===== config.mk =====
export PLATFORM = sky130hd
export DESIGN_NAME = mem_to_axilite_bridge
export DESIGN_NICKNAME = d
export VERILOG_FILES = /design/src/rtl/mem_to_axilite_bridge.sv
export SDC_FILE = /design/constraint.sdc
export NUM_CORES = 1
export LEC_CHECK = 0
export CORE_AREA = 2 2 107 109
export DETAILED_ROUTE_END_ITERATION = 10
export DIE_AREA = 0 0 109 111
export GPL_TIMING_DRIVEN = 0
export PLACE_DENSITY = 0.85
export SLEW_MARGIN = 20
export SYNTH_ARGS = -nofsm -noshare
export SYNTH_HDL_FRONTEND = slang
export SYNTH_SLANG_ARGS = --single-unit
export TNS_END_PERCENT = 30

===== constraint.sdc =====
create_clock -name clk_i -period 5.4 [get_ports clk_i]
set_clock_uncertainty 0.2 [all_clocks]
set_input_delay 0.54 -clock clk_i [delete_from_list [all_inputs] [get_ports clk_i]]
set_output_delay 0.54 -clock clk_i [all_outputs]
set_load 0.02 [all_outputs]

===== src/rtl/mem_to_axilite_bridge.sv =====
`timescale 1ns/1ps
// Bridges one PicoRV32-style MEM request port onto an AXI4-Lite master port.
// A single transaction is in flight at a time; payload is captured at grant.
module mem_to_axilite_bridge #(
    parameter int unsigned ADDR_WIDTH = 32,
    parameter int unsigned DATA_WIDTH = 32,
    parameter logic [2:0]  AXI_PROT   = 3'b000
) (
    input  logic                      clk_i,
    input  logic                      rst_ni,

    input  logic                      mem_req_i,
    output logic                      mem_gnt_o,
    input  logic [ADDR_WIDTH-1:0]     mem_addr_i,
    input  logic                      mem_we_i,
    input  logic [DATA_WIDTH/8-1:0]   mem_be_i,
    input  logic [DATA_WIDTH-1:0]     mem_wdata_i,
    output logic                      mem_valid_o,
    output logic [DATA_WIDTH-1:0]     mem_rdata_o,
    output logic                      mem_error_o,

    output logic                      awvalid_o,
    input  logic                      awready_i,
    output logic [ADDR_WIDTH-1:0]     awaddr_o,
    output logic [2:0]                awprot_o,

    output logic                      wvalid_o,
    input  logic                      wready_i,
    output logic [DATA_WIDTH-1:0]     wdata_o,
    output logic [DATA_WIDTH/8-1:0]   wstrb_o,

    input  logic                      bvalid_i,
    output logic                      bready_o,
    input  logic [1:0]                bresp_i,

    output logic                      arvalid_o,
    input  logic                      arready_i,
    output logic [ADDR_WIDTH-1:0]     araddr_o,
    output logic [2:0]                arprot_o,

    input  logic                      rvalid_i,
    output logic                      rready_o,
    input  logic [DATA_WIDTH-1:0]     rdata_i,
    input  logic [1:0]                rresp_i
);

    localparam int unsigned STRB_WIDTH = DATA_WIDTH / 8;

    typedef enum logic [2:0] {
        IDLE,
        WRITE,
        WRESP,
        READ,
        RRESP,
        RESP
    } state_t;

    state_t                 state_reg, state_next;
    logic [ADDR_WIDTH-1:0]  addr_reg, addr_next;
    logic [STRB_WIDTH-1:0]  be_reg, be_next;
    logic [DATA_WIDTH-1:0]  wdata_reg, wdata_next;
    logic                   aw_done_reg, aw_done_next;
    logic                   w_done_reg, w_done_next;
    logic [DATA_WIDTH-1:0]  rdata_reg, rdata_next;
    logic                   error_reg, error_next;
    logic                   grant;

    // Only bit 1 of an AXI response distinguishes OKAY/EXOKAY from an error.
    logic unused_resp_lsb;
    assign unused_resp_lsb = bresp_i[0] ^ rresp_i[0];

    // Byte lanes load together on grant and then hold for the whole transaction.
    generate
        for (genvar gi = 0; gi < STRB_WIDTH; gi++) begin : g_lane
            assign be_next[gi]           = grant ? mem_be_i[gi] : be_reg[gi];
            assign wdata_next[8*gi +: 8] = grant ? mem_wdata_i[8*gi +: 8] : wdata_reg[8*gi +: 8];
        end
    endgenerate

    always_ff @(posedge clk_i or negedge rst_ni) begin
        if (!rst_ni) begin
            state_reg   <= IDLE;
            addr_reg    <= '0;
            be_reg      <= '0;
            wdata_reg   <= '0;
            aw_done_reg <= 1'b0;
            w_done_reg  <= 1'b0;
            rdata_reg   <= '0;
            error_reg   <= 1'b0;
        end else begin
            state_reg   <= state_next;
            addr_reg    <= addr_next;
            be_reg      <= be_next;
            wdata_reg   <= wdata_next;
            aw_done_reg <= aw_done_next;
            w_done_reg  <= w_done_next;
            rdata_reg   <= rdata_next;
            error_reg   <= error_next;
        end
    end

    always_comb begin
        state_next   = state_reg;
        addr_next    = addr_reg;
        aw_done_next = aw_done_reg;
        w_done_next  = w_done_reg;
        rdata_next   = rdata_reg;
        error_next   = error_reg;
        grant        = 1'b0;

        case (state_reg)
            IDLE: begin
                if (mem_req_i) begin
                    grant        = 1'b1;
                    addr_next    = mem_addr_i;
                    aw_done_next = 1'b0;
                    w_done_next  = 1'b0;
                    state_next   = mem_we_i ? WRITE : READ;
                end
            end
            WRITE: begin
                // AW and W complete independently, possibly in the same cycle.
                aw_done_next = aw_done_reg | (awvalid_o & awready_i);
                w_done_next  = w_done_reg | (wvalid_o & wready_i);
                if (aw_done_next && w_done_next) begin
                    state_next = WRESP;
                end
            end
            WRESP: begin
                if (bvalid_i) begin
                    rdata_next = '0;
                    error_next = bresp_i[1];
                    state_next = RESP;
                end
            end
            READ: begin
                if (arready_i) begin
                    state_next = RRESP;
                end
            end
            RRESP: begin
                if (rvalid_i) begin
                    rdata_next = rdata_i;
                    error_next = rresp_i[1];
                    state_next = RESP;
                end
            end
            RESP: begin
                state_next = IDLE;
            end
            default: begin
                state_next = IDLE;
            end
        endcase
    end

    assign mem_gnt_o   = grant;
    assign mem_valid_o = (state_reg == RESP);
    assign mem_rdata_o = rdata_reg;
    assign mem_error_o = error_reg;

    assign awvalid_o   = (state_reg == WRITE) && !aw_done_reg;
    assign awaddr_o    = addr_reg;
    assign awprot_o    = AXI_PROT;

    assign wvalid_o    = (state_reg == WRITE) && !w_done_reg;
    assign wdata_o     = wdata_reg;
    assign wstrb_o     = be_reg;

    assign bready_o    = (state_reg == WRESP);

    assign arvalid_o   = (state_reg == READ);
    assign araddr_o    = addr_reg;
    assign arprot_o    = AXI_PROT;

    assign rready_o    = (state_reg == RRESP);

endmodule


# After elaboration in Yosys (flattened, before gate mapping)
# Index checks and enable logic that the tools add are counted.
totals:
  out_inout_bits: 146
  elab_cells: 52
  register_bits: 106
  in_bits: 113
op_classes:
  n_reduce_logical: 12
  bitwise_logic: 4
  muxes: 18
  n_eq_ne: 10
op_table:
  columns: ["operator", "count"]
  rows:
  - ["32-bit two-way mux", 2]
  - ["32-bit case mux with 2 select lines", 1]
  - ["3-bit two-way mux", 5]
  - ["3-bit case mux with 5 select lines", 1]
  - ["2-bit != test (second input constant)", 4]
  - ["3-bit by 2-bit == test with 1-bit output (second input constant)", 2]
  - ["3-bit == test (second input constant)", 2]
  - ["1-bit case mux with 2 select lines", 3]
  - ["1-bit two-way mux", 5]
  - ["5-bit AND reduction", 1]
  - ["2-bit AND reduction", 2]
  - ["2-bit nonzero test", 2]
  - ["3-bit by 1-bit == test with 1-bit output (second input constant)", 1]
  - ["1-bit logical AND", 3]
  - ["3-bit zero test", 1]
  - ["3-bit AND reduction", 1]
  - ["1-bit AND", 2]
  - ["1-bit zero test", 2]
  - ["2-bit two-way mux", 1]
  - ["2-bit by 1-bit != test with 1-bit output (second input constant)", 1]
  - ["1-bit OR", 2]

# Logic depth before layout (Yosys ltp)
logic_depth:
  word_depth: 7
  ltp_mapped: 6

# Worst setup path before layout
# Ideal clock, no wire load.
synth_path:
  path_kind: "flip-flop to output port"
  startpoint: "register state_reg[2]"
  endpoint: "output port mem_gnt_o"
  slack_ps: 3498
  n_path_buf: 2
  required_time_ps: 4660
  path_stages_with_launch: 6
  arrival_time_ps: 1162
  cell_sequence: "dfrtp_1 nor2_4 nand2_2 nor2_4 buf_6 buf_6"
synth_via:
  elab_chain_cells: 2
synth_rtl:
  columns: ["element", "line_no", "text"]
  rows:
  - ["start, declared", "58", "state_t state_reg, state_next;"]
  - ["start signal, assigned", "91", "state_reg <= state_next;"]
  - ["3-bit zero test", "111", "case (state_reg)"]
  - ["1-bit two-way mux", "111", null]
  - ["end, declared", "13", "output logic mem_gnt_o,"]
# Every way passes these cells.

# Final worst setup path
# Same ends and word-level chain as after synthesis.

==> results.py <==
metrics = {
    "sta": {
        "maxSlewHeadroom_pct": 64.86,
        "fmax_mhz": 322.6,
        "final-setup-viol-count": 0,
        "hold_violations": 0,
        "rsz0062_at_grt": "false",
        "layout_min_cycle_time_ps": 3100,
        "tightest_slew_ps": 527.1,
        "final.setup.worst_slack_ps": 2300,
        "slew_violations": 0,
        "fin_crit_sh_pct": 57.40,
        "tns_ps": 0,
    },
    "finish": {
        "layout_commonest_cell": "clkdlybuf4s50_1",
        "drive_above_1_share_pct": 15.06,
        "area_growth_pct": 69.10,
        "diodes": 0,
        "nets": 679,
        "fill_cells": 779,
        "final_cell_mix": "clkdlybuf4s50_1 (249), dfrtp_1 (106), mux2_1 (60)",
    },
    "placement": {
        "place_ws_ps": 2323,
        "routabilityCongestion": 0.7509,
        "hpwl_um": 9040,
        "portBuffers": 250,
    },
    "synth": {
        "synth_ff_type": "dfrtp_1",
        "syn_area_per_cell_um2": 14.81,
        "synth_cells": 298,
        "synth-seq-cells": 106,
        "synth_top_area_share_pct": 60.09,
        "synth_area_um2": 4414,
        "ys_seq_area_share_pct": 60.09,
        "synth_top_cell_by_area": "dfrtp_1",
        "synth_edf_count": 0,
        "ys_async_sr_fraction_pct": 100.0,
        "synthDistinctLibCells": 36,
        "synth_area_leaders": "dfrtp_1 (60%), mux2_1 (15%), buf_4 (6.5%)",
        "synth_warnings": 0,
    },
    "die": {
        "fp-row-count": 39,
        "start_util_pct": 39.85,
        "ios": 259,
        "dieArea_um2": 12100,
        "core_area_um2": 11080,
        "dieHeight_um": 111,
        "dieWidth_um": 109,
    },
    "power": {
        "ir_worst_vdd_mv": 0.3500,
        "powerDensity_nw_per_um2": 615.6,
        "p_leak_uw": 0.003228,
    },
    "run": {
        "max_cap_violations": 0,
    },
    "routing": {
        "drt_iter0_drc": 69,
        "drc": 0,
        "drt-wirelength-per-cell_um": 16.24,
        "vias": 3319,
        "first_pass_iters": 4,
        "routed_wl_um": 11590,
        "ant_nets": 0,
        "detail_route.vias_per_cell": 4.648,
    },
    "worst_setup_path": {
        "cp_slowest_cell": "clkdlybuf4s50_1",
        "path_class": "flop to primary output",
        "reg2reg_to": "wdata_o[23]$_DFFE_PN0P_",
        "arrival_ps": 2360,
        "crit_fanout": 10,
        "ff2ff_setup_slack_ps": 3350,
        "cp-start-kind": "flop",
        "crit_path_max_incr_delay_ps": 620,
        "reg2reg_depth": 6,
        "reg2reg_from": "state_reg[2]$_DFFE_PN0P_",
        "end_kind": "primary output",
        "path_cells": "nor2_4 > nand2_2 > nor2_4 > buf_6 > buf_6 > clkdlybuf4s50_1",
        "cp.required_ps": 4660,
    },
    "worst_hold_path": {
        "hold_end": "wdata_o[13]$_DFFE_PN0P_",
        "whs_path_depth": 1,
        "hp-class": "flop to flop",
        "min-delay-start": "wdata_o[13]$_DFFE_PN0P_",
    },
    "outcome": {
        "outcome": "finished, final reports clean",
    },
    "grt": {
        "grt_max_degree": 57,
        "grt_pass1_vias": 3527,
        "grt_use_total_pct": 19.40,
        "gr-total-overflow": 0,
        "grt_pass1_wl_um": 18210,
        "antenna_found_initial": 0,
    },
    "cts": {
        "htree_levels": 3,
        "path_clk_slew_ps": 70,
        "ctsLongestPathBuffers": 2,
        "post_cts_resized": 0,
        "cts_buffers": 9,
        "cts.sinks": 106,
        "cts_tree": "yes",
        "clock_latency_ps": 330,
        "cts-root-buf": "clkbuf_16",
    },
}
==> worst max-delay path by stage <==
stage | startpoint | end
2_1_floorplan | state_reg[2]$_DFFE_PN0P_ | mem_gnt_o
3_3_place_gp | rst_ni | araddr_o[27]$_DFFE_PN0P_
3_5_place_dp | mem_req_i | mem_gnt_o
4_1_cts | state_reg[2]$_DFFE_PN0P_ | mem_gnt_o
5_1_grt | state_reg[2]$_DFFE_PN0P_ | mem_gnt_o
6_report | state_reg[2]$_DFFE_PN0P_ | mem_gnt_o
==> synth_stat cells, types with 2 or more instances <==
library cell	number
nor2_1	6
nand2_1	2
dfrtp_1	106
mux2_4	8
a21oi_1	5
buf_2	8
buf_6	3
nor2_4	2
buf_12	3
a22o_1	32
and2_1	2
mux2_1	60
buf_4	38
==> where the power goes <==
group	total [µW]	internal, µW	switching (µW)
Clock	681	370	311
Sequential	1400	1160	244
Combinational	2510	1370	1140
Total	4600	2900	1700
==> metrics by stage <==
stage	utilization, %	std cells	total power (µW)	hold WS (ps)	area, µm²
final	67.39	714	4596	286.0	7465
after global routing	67.39	714	4839	298.0	7465
after detailed placement	64.49	697	3953	275.1	7143
after CTS	67.39	714	4649	291.6	7465
after floorplan	-	303	2714	44.41	4433
after global placement	64.23	696	3878	266.6	7114
==> critical path: cells and delay by family (launching register included) <==
| family | cells | cell delay [ps] |
|---|---|---|
| buffers and inverters | 3 | 990 |
| flip-flops | 1 | 490 |
| AND/OR/NAND/NOR | 3 | 530 |
==> routing by layer <==
layer | GRT usage, % | up-vias | routed length [µm]
met1 | 22.17 | 1605 | 4404
met5 | 0 | - | 0
li1 | - | 1552 | -
met2 | 34.53 | 150 | 5993
met4 | 4.872 | 0 | 148
met3 | 6.232 | 12 | 1047
==> logic make-up (layout without fill, tap and decap cells) <==
family          count (synthesis)  count (layout)  synth area share [%]
simple gates                   21              21                 3.033
flops                         106             106                 60.09
other cells                     1               6               0.08495
buf+inv                        54             322                 9.665
mux                            69              69                 18.25
compound gates                 47              47                 8.872
==> repair_timing <==
item	4_1_cts	5_1_grt
buffers inserted	0	0
endpoints found under the hold margin	55	0
endpoints found under the setup margin	0	0
hold buffers	1	0
==> layout make-up <==
| class | instances | area [µm²] | area share [%] |
|---|---|---|---|
| inverters | 1 | 3.754 | 0.05028 |
| flip-flops and latches | 106 | 2653 | 35.53 |
| well taps | 143 | 178.9 | 2.397 |
| multi-input cells | 143 | 1354 | 18.14 |
| clock buffers | 9 | 225.2 | 3.017 |
| repair buffers | 252 | 2541 | 34.04 |
| plain buffers | 53 | 422.9 | 5.665 |
| clock inverters | 7 | 86.33 | 1.157 |
No activity file was read; power rests on OpenSTA's default activity.
